## config.mk

```make
export PLATFORM = sky130hd
export DESIGN_NAME = rif_csr_bank
export DESIGN_NICKNAME = d
export VERILOG_FILES = /design/src/rtl/rif_csr_pkg.sv /design/src/rtl/rif_csr_irq.sv /design/src/rtl/rif_csr_bank.sv
export SDC_FILE = /design/constraint.sdc
export NUM_CORES = 1
export LEC_CHECK = 0
export ABC_AREA = 1
export CORE_ASPECT_RATIO = 1.25
export CORE_MARGIN = 4
export CORE_UTILIZATION = 50
export DETAILED_ROUTE_END_ITERATION = 16
export GPL_ROUTABILITY_DRIVEN = 0
export GPL_TIMING_DRIVEN = 0
export MAX_ROUTING_LAYER = met4
export PLACE_DENSITY_LB_ADDON = 0.3
export SYNTH_ARGS = -nofsm -noshare
export SYNTH_HDL_FRONTEND = slang
export SYNTH_SLANG_ARGS = --single-unit
```

## constraint.sdc

```tcl
create_clock -name clk -period 11.2 [get_ports clk]
set_input_delay 2.24 -clock clk [delete_from_list [all_inputs] [get_ports clk]]
set_output_delay 2.24 -clock clk [all_outputs]
set_load 0.1 [all_outputs]
```

## src/rtl/rif_csr_pkg.sv

```systemverilog
// rtl/rif_csr_pkg.sv - word map, access types and strobe helper for the RIF CSR bank
// Contents: word-index localparams, acc_e access-type enum, strb_to_mask().
package rif_csr_pkg;

    localparam int IDX_ID         = 0;
    localparam int IDX_CTRL       = 1;
    localparam int IDX_IRQ_STATUS = 2;
    localparam int IDX_IRQ_ENABLE = 3;
    localparam int IDX_IRQ_FORCE  = 4;
    localparam int IDX_CYCLE      = 5;
    localparam int IDX_GP_BASE    = 8;

    typedef enum logic [2:0] {
        ACC_NONE,
        ACC_RO,
        ACC_RW,
        ACC_W1C,
        ACC_WO
    } acc_e;

    // Each strobe bit covers one byte lane of the 32-bit word.
    function automatic logic [31:0] strb_to_mask(input logic [3:0] strb);
        logic [31:0] mask;
        for (int b = 0; b < 4; b++) begin
            mask[8*b +: 8] = {8{strb[b]}};
        end
        return mask;
    endfunction

endpackage

```

## src/rtl/rif_csr_irq.sv

```systemverilog
// rtl/rif_csr_irq.sv - interrupt status/enable storage and registered level interrupt
// Ports:
//   clk, reset                 clock, asynchronous active-high reset
//   status_wr/enable_wr/force_wr  decoded, valid write to the matching register
//   wbits                      write data already ANDed with the byte mask
//   wmask_bits                 byte mask restricted to the interrupt bits
//   irq_event_i                hardware set sources
//   status_o, enable_o         current register values
//   irq_o                      registered OR of enabled pending status
module rif_csr_irq #(
    parameter int NUM_IRQ = 8
) (
    input  logic               clk,
    input  logic               reset,
    input  logic               status_wr,
    input  logic               enable_wr,
    input  logic               force_wr,
    input  logic [NUM_IRQ-1:0] wbits,
    input  logic [NUM_IRQ-1:0] wmask_bits,
    input  logic [NUM_IRQ-1:0] irq_event_i,
    output logic [NUM_IRQ-1:0] status_o,
    output logic [NUM_IRQ-1:0] enable_o,
    output logic               irq_o
);

    logic [NUM_IRQ-1:0] status_q, enable_q;
    logic [NUM_IRQ-1:0] w1c_clear, force_set, status_next;

    assign w1c_clear = status_wr ? wbits : '0;
    assign force_set = force_wr  ? wbits : '0;
    // Sets are ORed in after the clear so a hardware event beats a W1C of the same bit.
    assign status_next = (status_q & ~w1c_clear) | irq_event_i | force_set;

    always_ff @(posedge clk or posedge reset) begin
        if (reset) begin
            status_q <= '0;
            enable_q <= '0;
            irq_o    <= 1'b0;
        end else begin
            status_q <= status_next;
            if (enable_wr) begin
                enable_q <= (enable_q & ~wmask_bits) | wbits;
            end
            // Looks at the registered status, so irq_o trails the status update by one edge.
            irq_o <= |(status_q & enable_q);
        end
    end

    assign status_o = status_q;
    assign enable_o = enable_q;

endmodule

```

## src/rtl/rif_csr_bank.sv

```systemverilog
// rtl/rif_csr_bank.sv - RIF register-file target: ID, CTRL, IRQ and GP registers
// Optional: define RIF_CSR_CYCLE_COUNTER_EN to map a free-running RO counter at word 5.
// Ports:
//   clk, reset                            clock, asynchronous active-high reset
//   rif_waddr/rif_wr_req/rif_wstrb/rif_wdata  write request
//   rif_wvalid                            write hits a writable register (comb)
//   rif_raddr/rif_rd_req                  read request
//   rif_rvalid/rif_rdata                  read hit and data (comb, zero when no hit)
//   irq_event_i                           interrupt set sources
//   ctrl_o, gp_o, irq_o                   register outputs (GP0 in gp_o LSBs)
module rif_csr_bank
    import rif_csr_pkg::*;
#(
    parameter int                    ADDR_WIDTH = 12,
    parameter int                    DATA_WIDTH = 32,
    parameter int                    BYTE_COUNT = DATA_WIDTH / 8,
    parameter int                    NUM_IRQ    = 8,
    parameter int                    NUM_GP     = 4,
    parameter logic [31:0]           ID_VALUE   = 32'hC5B0_0001,
    parameter logic [DATA_WIDTH-1:0] CTRL_RESET = '0
) (
    input  logic                         clk,
    input  logic                         reset,
    input  logic [ADDR_WIDTH-1:0]        rif_waddr,
    input  logic                         rif_wr_req,
    input  logic [BYTE_COUNT-1:0]        rif_wstrb,
    input  logic [DATA_WIDTH-1:0]        rif_wdata,
    output logic                         rif_wvalid,
    input  logic [ADDR_WIDTH-1:0]        rif_raddr,
    input  logic                         rif_rd_req,
    output logic                         rif_rvalid,
    output logic [DATA_WIDTH-1:0]        rif_rdata,
    input  logic [NUM_IRQ-1:0]           irq_event_i,
    output logic [DATA_WIDTH-1:0]        ctrl_o,
    output logic [NUM_GP*DATA_WIDTH-1:0] gp_o,
    output logic                         irq_o
);

    if (DATA_WIDTH != 32) begin : g_dw_check
        $fatal(1, "rif_csr_bank: DATA_WIDTH must be 32");
    end
    if (NUM_IRQ < 1 || NUM_IRQ > DATA_WIDTH) begin : g_irq_check
        $fatal(1, "rif_csr_bank: NUM_IRQ must be 1..DATA_WIDTH");
    end

    localparam int GP_N = (NUM_GP > 0) ? NUM_GP : 1;

    function automatic acc_e decode(input logic [31:0] idx);
        acc_e a;
        a = ACC_NONE;
        if (idx == IDX_ID)                  a = ACC_RO;
        else if (idx == IDX_CTRL)           a = ACC_RW;
        else if (idx == IDX_IRQ_STATUS)     a = ACC_W1C;
        else if (idx == IDX_IRQ_ENABLE)     a = ACC_RW;
        else if (idx == IDX_IRQ_FORCE)      a = ACC_WO;
`ifdef RIF_CSR_CYCLE_COUNTER_EN
        else if (idx == IDX_CYCLE)          a = ACC_RO;
`endif
        else if (idx >= IDX_GP_BASE && idx < IDX_GP_BASE + NUM_GP) a = ACC_RW;
        return a;
    endfunction

    logic [31:0]           widx, ridx;
    acc_e                  wacc, racc;
    logic [DATA_WIDTH-1:0] wmask, wbits;
    logic [DATA_WIDTH-1:0] ctrl_q;
    logic [DATA_WIDTH-1:0] gp_q [GP_N];
    logic [NUM_IRQ-1:0]    status, enable;
    logic                  unused_addr_bits;

    assign widx = 32'(rif_waddr[ADDR_WIDTH-1:2]);
    assign ridx = 32'(rif_raddr[ADDR_WIDTH-1:2]);
    assign unused_addr_bits = ^{rif_waddr[1:0], rif_raddr[1:0]};

    assign wacc  = decode(widx);
    assign racc  = decode(ridx);
    assign wmask = strb_to_mask(rif_wstrb);
    assign wbits = rif_wdata & wmask;

    // RO entries are mapped for reads only; a zero strobe still counts as a valid write.
    assign rif_wvalid = rif_wr_req && (wacc == ACC_RW || wacc == ACC_W1C || wacc == ACC_WO);
    assign rif_rvalid = rif_rd_req && (racc != ACC_NONE);

    always_ff @(posedge clk or posedge reset) begin
        if (reset) begin
            ctrl_q <= CTRL_RESET;
            for (int i = 0; i < GP_N; i++) gp_q[i] <= '0;
        end else if (rif_wvalid) begin
            if (widx == IDX_CTRL) ctrl_q <= (ctrl_q & ~wmask) | wbits;
            for (int i = 0; i < NUM_GP; i++) begin
                if (widx == IDX_GP_BASE + i) gp_q[i] <= (gp_q[i] & ~wmask) | wbits;
            end
        end
    end

`ifdef RIF_CSR_CYCLE_COUNTER_EN
    logic [31:0] cycle_q;
    always_ff @(posedge clk or posedge reset) begin
        if (reset) cycle_q <= '0;
        else       cycle_q <= cycle_q + 32'd1;
    end
`endif

    rif_csr_irq #(.NUM_IRQ(NUM_IRQ)) u_irq (
        .clk         (clk),
        .reset       (reset),
        .status_wr   (rif_wvalid && widx == IDX_IRQ_STATUS),
        .enable_wr   (rif_wvalid && widx == IDX_IRQ_ENABLE),
        .force_wr    (rif_wvalid && widx == IDX_IRQ_FORCE),
        .wbits       (wbits[NUM_IRQ-1:0]),
        .wmask_bits  (wmask[NUM_IRQ-1:0]),
        .irq_event_i (irq_event_i),
        .status_o    (status),
        .enable_o    (enable),
        .irq_o       (irq_o)
    );

    always_comb begin
        rif_rdata = '0;
        if (rif_rvalid) begin
            if (ridx == IDX_ID)              rif_rdata = ID_VALUE;
            else if (ridx == IDX_CTRL)       rif_rdata = ctrl_q;
            else if (ridx == IDX_IRQ_STATUS) rif_rdata[NUM_IRQ-1:0] = status;
            else if (ridx == IDX_IRQ_ENABLE) rif_rdata[NUM_IRQ-1:0] = enable;
`ifdef RIF_CSR_CYCLE_COUNTER_EN
            else if (ridx == IDX_CYCLE)      rif_rdata = cycle_q;
`endif
            for (int i = 0; i < NUM_GP; i++) begin
                if (ridx == IDX_GP_BASE + i) rif_rdata = gp_q[i];
            end
        end
    end

    assign ctrl_o = ctrl_q;

    if (NUM_GP > 0) begin : g_gp_out
        for (genvar g = 0; g < NUM_GP; g++) begin : g_gp
            assign gp_o[g*DATA_WIDTH +: DATA_WIDTH] = gp_q[g];
        end
    end

endmodule

```

Word-level counts from Yosys, hierarchy flattened
Cells that the tools add are included.
{"block": "totals", "ff_bits": 177, "inputBits": 72, "word_cells": 93}
{"block": "op_classes", "n_lt_le_gt_ge": 4, "n_eq_ne": 19, "muxes": 24, "bitwise_logic": 20, "n_reduce_logical": 18}
{"operator": "32-bit AND", "n": 6}
{"operator": "32-bit 2-to-1 mux", "n": 6}
{"operator": "32-bit bitwise OR", "n": 5}
{"operator": "10-bit by 4-bit == test with 1-bit output (second input constant)", "n": 8}
{"operator": "32-bit zero test", "n": 2}
{"operator": "10-bit by 2-bit == test with 1-bit output (second input constant)", "n": 4}
{"operator": "8-bit 2-to-1 mux", "n": 5}
{"operator": "32-bit NOT", "n": 1}
{"operator": "3-bit 2-to-1 mux", "n": 10}
{"operator": "8-bit AND", "n": 3}
{"operator": "24-bit 2-to-1 mux", "n": 1}
{"operator": "8-bit bitwise OR", "n": 3}
{"operator": "10-bit by 1-bit == test with 1-bit output (second input constant)", "n": 2}
{"operator": "10-bit by 3-bit == test with 1-bit output (second input constant)", "n": 2}
{"operator": "10-bit by 4-bit greater-or-equal comparator with 1-bit output (second input constant)", "n": 2}
{"operator": "10-bit by 4-bit < comparator with 1-bit output (second input constant)", "n": 2}
{"operator": "8-bit NOT", "n": 2}
{"operator": "2-bit AND reduction", "n": 5}
{"operator": "8-bit OR reduction", "n": 1}
{"operator": "1-bit logical AND", "n": 7}
{"operator": "3-bit by 2-bit == test with 1-bit output (second input constant)", "n": 2}
{"operator": "2-bit 2-to-1 mux", "n": 2}
{"operator": "3-bit == test (second input constant)", "n": 1}
{"operator": "3-bit nonzero test", "n": 1}
{"operator": "1-bit logical OR", "n": 2}

Logic depth before layout (Yosys ltp)
{"block": "logic_depth", "ltp_word": 18, "depth_mapped": 12}

By module
From an unflattened synthesis, not the netlist that was laid out.
{"block": "unflattened", "cells_unflattened": 1068, "area_unflattened_um2": 8516.9}
{"module": "rif_csr_bank", "instances": 1, "cells_per_inst": 975, "area_per_inst_um2": 7723.7, "seq_area_each_um2": 4003.8}
{"module": "rif_csr_irq", "instances": 1, "cells_per_inst": 93, "area_per_inst_um2": 793.3, "seq_area_each_um2": 425.4}

Worst setup path before layout
OpenSTA, ideal clock, no wires.
{"block": "synth_path", "path_type": "input -> output", "from": "input rif_raddr[9]", "to": "output rif_rdata[12]", "arrival_time_ns": 4.739, "required_ns": 8.960, "slack_ns": 4.221, "path_stages": 10, "n_path_buf": 1, "cell_sequence": "nor2_2 nand3_1 nor2_4 nor2_1 nand3_2 nand2_4 clkinv_4 buf_6 o21ai_0 nor2_1"}
{"block": "synth_via", "elab_chain_cells": 11, "word_cells_on_any_way": 27}
{"item": "from (decl)", "line_no": "rif_csr_bank.sv:29", "text": "input logic [ADDR_WIDTH-1:0] rif_raddr,"}
{"item": "10-bit by 4-bit greater-or-equal comparator with 1-bit output or 10-bit by 4-bit < comparator with 1-bit output (tied branches)", "line_no": "rif_csr_bank.sv:59", "text": "else if (idx >= IDX_GP_BASE && idx < IDX_GP_BASE + NUM_GP) a = ACC_RW;"}
{"item": "1-bit logical AND", "line_no": "rif_csr_bank.sv:59"}
{"item": "2-bit 2-to-1 mux", "line_no": "rif_csr_bank.sv:59"}
{"item": "3-bit 2-to-1 mux", "line_no": "rif_csr_bank.sv:55", "text": "else if (idx == IDX_IRQ_FORCE) a = ACC_WO;"}
{"item": "3-bit 2-to-1 mux", "line_no": "rif_csr_bank.sv:54", "text": "else if (idx == IDX_IRQ_ENABLE) a = ACC_RW;"}
{"item": "3-bit 2-to-1 mux", "line_no": "rif_csr_bank.sv:53", "text": "else if (idx == IDX_IRQ_STATUS) a = ACC_W1C;"}
{"item": "3-bit 2-to-1 mux", "line_no": "rif_csr_bank.sv:52", "text": "else if (idx == IDX_CTRL) a = ACC_RW;"}
{"item": "3-bit 2-to-1 mux (*)", "line_no": "rif_csr_bank.sv:51", "text": "if (idx == IDX_ID) a = ACC_RO;"}
{"item": "3-bit nonzero test (*)", "line_no": "rif_csr_bank.sv:82", "text": "assign rif_rvalid = rif_rd_req && (racc != ACC_NONE);"}
{"item": "1-bit logical AND (*)", "line_no": "rif_csr_bank.sv:82"}
{"item": "net rif_rvalid", "line_no": "rif_csr_bank.sv:31", "text": "output logic rif_rvalid,"}
{"item": "32-bit 2-to-1 mux (*)", "line_no": "rif_csr_bank.sv:120", "text": "if (rif_rvalid) begin"}
{"item": "to (decl)", "line_no": "rif_csr_bank.sv:32", "text": "output logic [DATA_WIDTH-1:0] rif_rdata,"}
The timed path passes the listed nets; every way through them passes the cells marked *.

Worst setup path in the final report
{"block": "layout_path", "from": "input rif_raddr[2]", "to": "output rif_rdata[25]"}
{"block": "layout_via", "elab_chain_cells": 11, "word_cells_on_any_way": 27}
{"item": "10-bit by 4-bit greater-or-equal comparator with 1-bit output or 10-bit by 4-bit < comparator with 1-bit output (tied branches)", "line_no": "rif_csr_bank.sv:59"}
{"item": "1-bit logical AND", "line_no": "rif_csr_bank.sv:59"}
{"item": "2-bit 2-to-1 mux", "line_no": "rif_csr_bank.sv:59"}
{"item": "3-bit 2-to-1 mux", "line_no": "rif_csr_bank.sv:55"}
{"item": "3-bit 2-to-1 mux", "line_no": "rif_csr_bank.sv:54"}
{"item": "3-bit 2-to-1 mux", "line_no": "rif_csr_bank.sv:53"}
{"item": "3-bit 2-to-1 mux", "line_no": "rif_csr_bank.sv:52"}
{"item": "3-bit 2-to-1 mux", "line_no": "rif_csr_bank.sv:51"}
{"item": "3-bit nonzero test", "line_no": "rif_csr_bank.sv:82"}
{"item": "1-bit logical AND", "line_no": "rif_csr_bank.sv:82"}
{"item": "32-bit 2-to-1 mux (*)", "line_no": "rif_csr_bank.sv:120"}
Every way passes the cells marked *; elsewhere a longest branch is shown, timed or not.

==> impl_results.md <==
- Count of cells resized by post-cts repair: 0
- Type of origin of the critical path: input pin
- Number of placed instances, taps included: 1730
- Final-report setup violation count: 0
- Setup repair after global routing missed its margin: no
- Nets@finish: 1593
- Number of hold buffers added after CTS: 0
- Antenna cells: 0
- Final-layout setup total negative slack: 0 ns
- Classification of the worst setup path: input pin to output pin
- Setup skew after layout: roughly 0.0033 ns
- Mapped Avg Cell Area: 7.399 µm²
- Root Buffer Master: sky130_fd_sc_hd__clkbuf_16
- Post-layout min period: 7.892 ns
- Peak VDD IR: 0.09021 mV
- Most frequent cells in the layout: sky130_fd_sc_hd__nand2_1, sky130_fd_sc_hd__clkdlybuf4s50_1, sky130_fd_sc_hd__dfrtp_1
- Endpoint of the most critical register-to-register path: u_irq.irq_o
- Global-route wire length before repair: 53390 µm
- FF-to-FF Start: u_irq.status_o[0]
- Sequential fraction of design power: 0.482
- Clock share of power: 0.453
- Clock sink count: around 180
- Core box area: 18100 µm²
- Layout Utilization: 0.7010
- Pwr dens: 104.8 nW/µm²
- TritonCTS buffer count: 17
- Distinct cell type count of the synthesized netlist: 31
- Combinational share of power: 0.065
- Width of the die: 129.3 µm
- CTS H-tree lvls: 4
- DR vias: 10040
- Fraction of the yosys area taken by sequential cells: 0.4816
- Hold WC Path Type: register to register
- Area growth syn-to-layout: 37.94%
- Internal power consumption: 1.009 mW
- GRT Overall Usage: 0.3439
- Max_cap viols: 0
- Most common cell after layout, fill and taps aside: sky130_fd_sc_hd__nand2_1
- Detailed-route DRC error count: 0
- Post-detail-place hpwl: 25320 µm
- Avg WL per Cell: 19.74 µm
- Post-placement cell area: between 10000 and 15000 µm²
- Gr ovfl total: 0
- Buffers inserted during post-CTS setup optimization: 0
- Antenna violations before repair: 0
- Instance count along the most critical hold path: 2
- Critical path peak fanout: 10
- Final worst-path cycle share: 0.7047
- Data arrival time of the critical path: 5.65 ns
- Upper clock frequency limit: 126.7 MHz
- Iteration-0 DRC Markers: 1188
- Depth of the most critical reg-to-reg path: 3
- Run status: finished, final reports clean
- Initial Utilization: 0.5082
- Post-route non-filler standard cell count: 1761
- Row count: 55
- Leakage: 6.275 nW
- Buffer depth of the longest clock path: 2
- Register-to-register setup slack: 10.11 ns
- Largest area contributor in the netlist: sky130_fd_sc_hd__dfrtp_1
- Worst path required time: 8.96 ns
- TritonCTS clock tree: yes
- Detail Route Antenna Nets: 0
- Via count of the first global-routing pass: 9762
- Quantity of I/O buffers inserted on ports: approximately 260
- Final hold viol count: 0
- Wire length reported by the detailed router: 34760 µm
- Yosys top cell area share: 0.4816
- Maximum number of pins on one net before global-route repair: 108
- Pins Over Slew Limit: 0
- Slew headroom: 0.2853
- Clock input transition at the sequential cells of the worst setup and hold paths: 0.06 ns
- Synthesis-stage register bit count: 177
- Worst Setup End Kind: output pin
- Vias per cell: 5.704
- Synthesized instance count: 1243
- Total number of yosys warnings: 0
- Layout cells sized above 1: 0.07306
- Area contributors post-synth: sky130_fd_sc_hd__dfrtp_1, sky130_fd_sc_hd__nand2_1, sky130_fd_sc_hd__nand3_1, sky130_fd_sc_hd__o21ai_0, sky130_fd_sc_hd__nor2_1
- Number of nets in the synthesized netlist: 1315
- Final hold slack: 0.4879 ns
- Die Area: 20640 µm²
- Post-Layout Inst Area: 12690 µm²
- Post-Synthesis Cell Area: 9198 µm²
- # IOs: 267
- Fraction of power spent switching nets: 0.2413
- Vertical die dimension: 159.6 µm
- Switching power summed over all nets: 0.3209 mW
- Detailed-routing iteration count for the pre-antenna-repair pass: 6
- Actual transition at the worst max-transition pin: 1.069 ns
- Clk_lat worst skew: ~0.43 ns
## per-layer routing
layer | routed length, µm | vias up | GRT usage
li1 | - | 4578 | -
met1 | 12670 | 4728 | 0.4215
met2 | 16850 | 621 | 0.5406
met3 | 3426 | 117 | 0.06691
met4 | 1804 | 0 | 0.1714
met5 | 0 | - | -
## synth_stat cells, drive strengths merged
master    n
a21oi    57
a221oi    2
a22o      1
and2      1
buf      36
clkbuf   21
clkinv    2
dfrtp   177
inv      76
nand2   460
nand3   151
nand4     7
nor2    113
nor3      4
o211ai    4
o21ai   131
## metrics by stage
| stage | total power [mW] | setup WS [ns] |
|---|---|---|
| 2_1_floorplan | 0.6899 | 4.158 |
| 3_3_place_gp | 0.7367 | 1.711 |
| 3_5_place_dp | 0.7389 | 3.391 |
| 4_1_cts | 1.330 | 3.371 |
| 5_1_grt | 1.366 | 3.274 |
| 6_report | 1.330 | 3.308 |
## worst max path at each step
stage	slack [ns]	start	end	depth (start not counted)
2_1_floorplan	4.16	reset	async pin	1
3_3_place_gp	1.71	reset	async pin	2
3_5_place_dp	3.39	rif_raddr[2]	rif_rdata[25]	13
4_1_cts	3.37	rif_raddr[2]	rif_rdata[25]	13
5_1_grt	3.27	rif_raddr[2]	rif_rdata[25]	13
6_report	3.31	rif_raddr[2]	rif_rdata[25]	13
## cells by family (layout without fill, tap and decap cells)
kind of cell	count (synthesis)	in the layout	synth area share
AO/OA/AOI/OAI	195	195	0.1088
buffers and inverters	135	425	0.06503
flip-flops	177	177	0.4816
AND/OR/NAND/NOR	736	736	0.3446
## layout make-up
class,count,area (µm²)
clock buffers,20,456.7
well taps,228,285.3
repair buffers,259,2610
multi-input cells,931,4170
flip-flops and latches,177,4429
fillers,1485,5411
plain buffers,57,300.3
clock inverters,11,130.1
inverters,78,305.3
## critical path: stages
cell and delay (ns):
sky130_fd_sc_hd__clkdlybuf4s50_1 0.52, sky130_fd_sc_hd__inv_2 0.06, sky130_fd_sc_hd__nor2_1 0.18, sky130_fd_sc_hd__nand3_1 0.16
sky130_fd_sc_hd__nor2_4 0.28, sky130_fd_sc_hd__nor2_1 0.09, sky130_fd_sc_hd__nand3_2 0.16, sky130_fd_sc_hd__nand2_4 0.13
sky130_fd_sc_hd__clkinv_4 0.13, sky130_fd_sc_hd__buf_6 0.16, sky130_fd_sc_hd__o21ai_0 0.09, sky130_fd_sc_hd__nor2_1 0.25
sky130_fd_sc_hd__clkdlybuf4s50_1 1.19
## power groups by stage
stage | combinational (mW) | sequential [mW] | clock [mW]
after floorplan | 0.0286 | 0.661 | 0
after CTS | 0.0860 | 0.641 | 0.603
after detailed placement | 0.0856 | 0.653 | 0
after global placement | 0.0832 | 0.654 | 0
final | 0.0864 | 0.641 | 0.602
after global routing | 0.0929 | 0.641 | 0.632
Note: power is estimated with default switching activity, not from simulation.
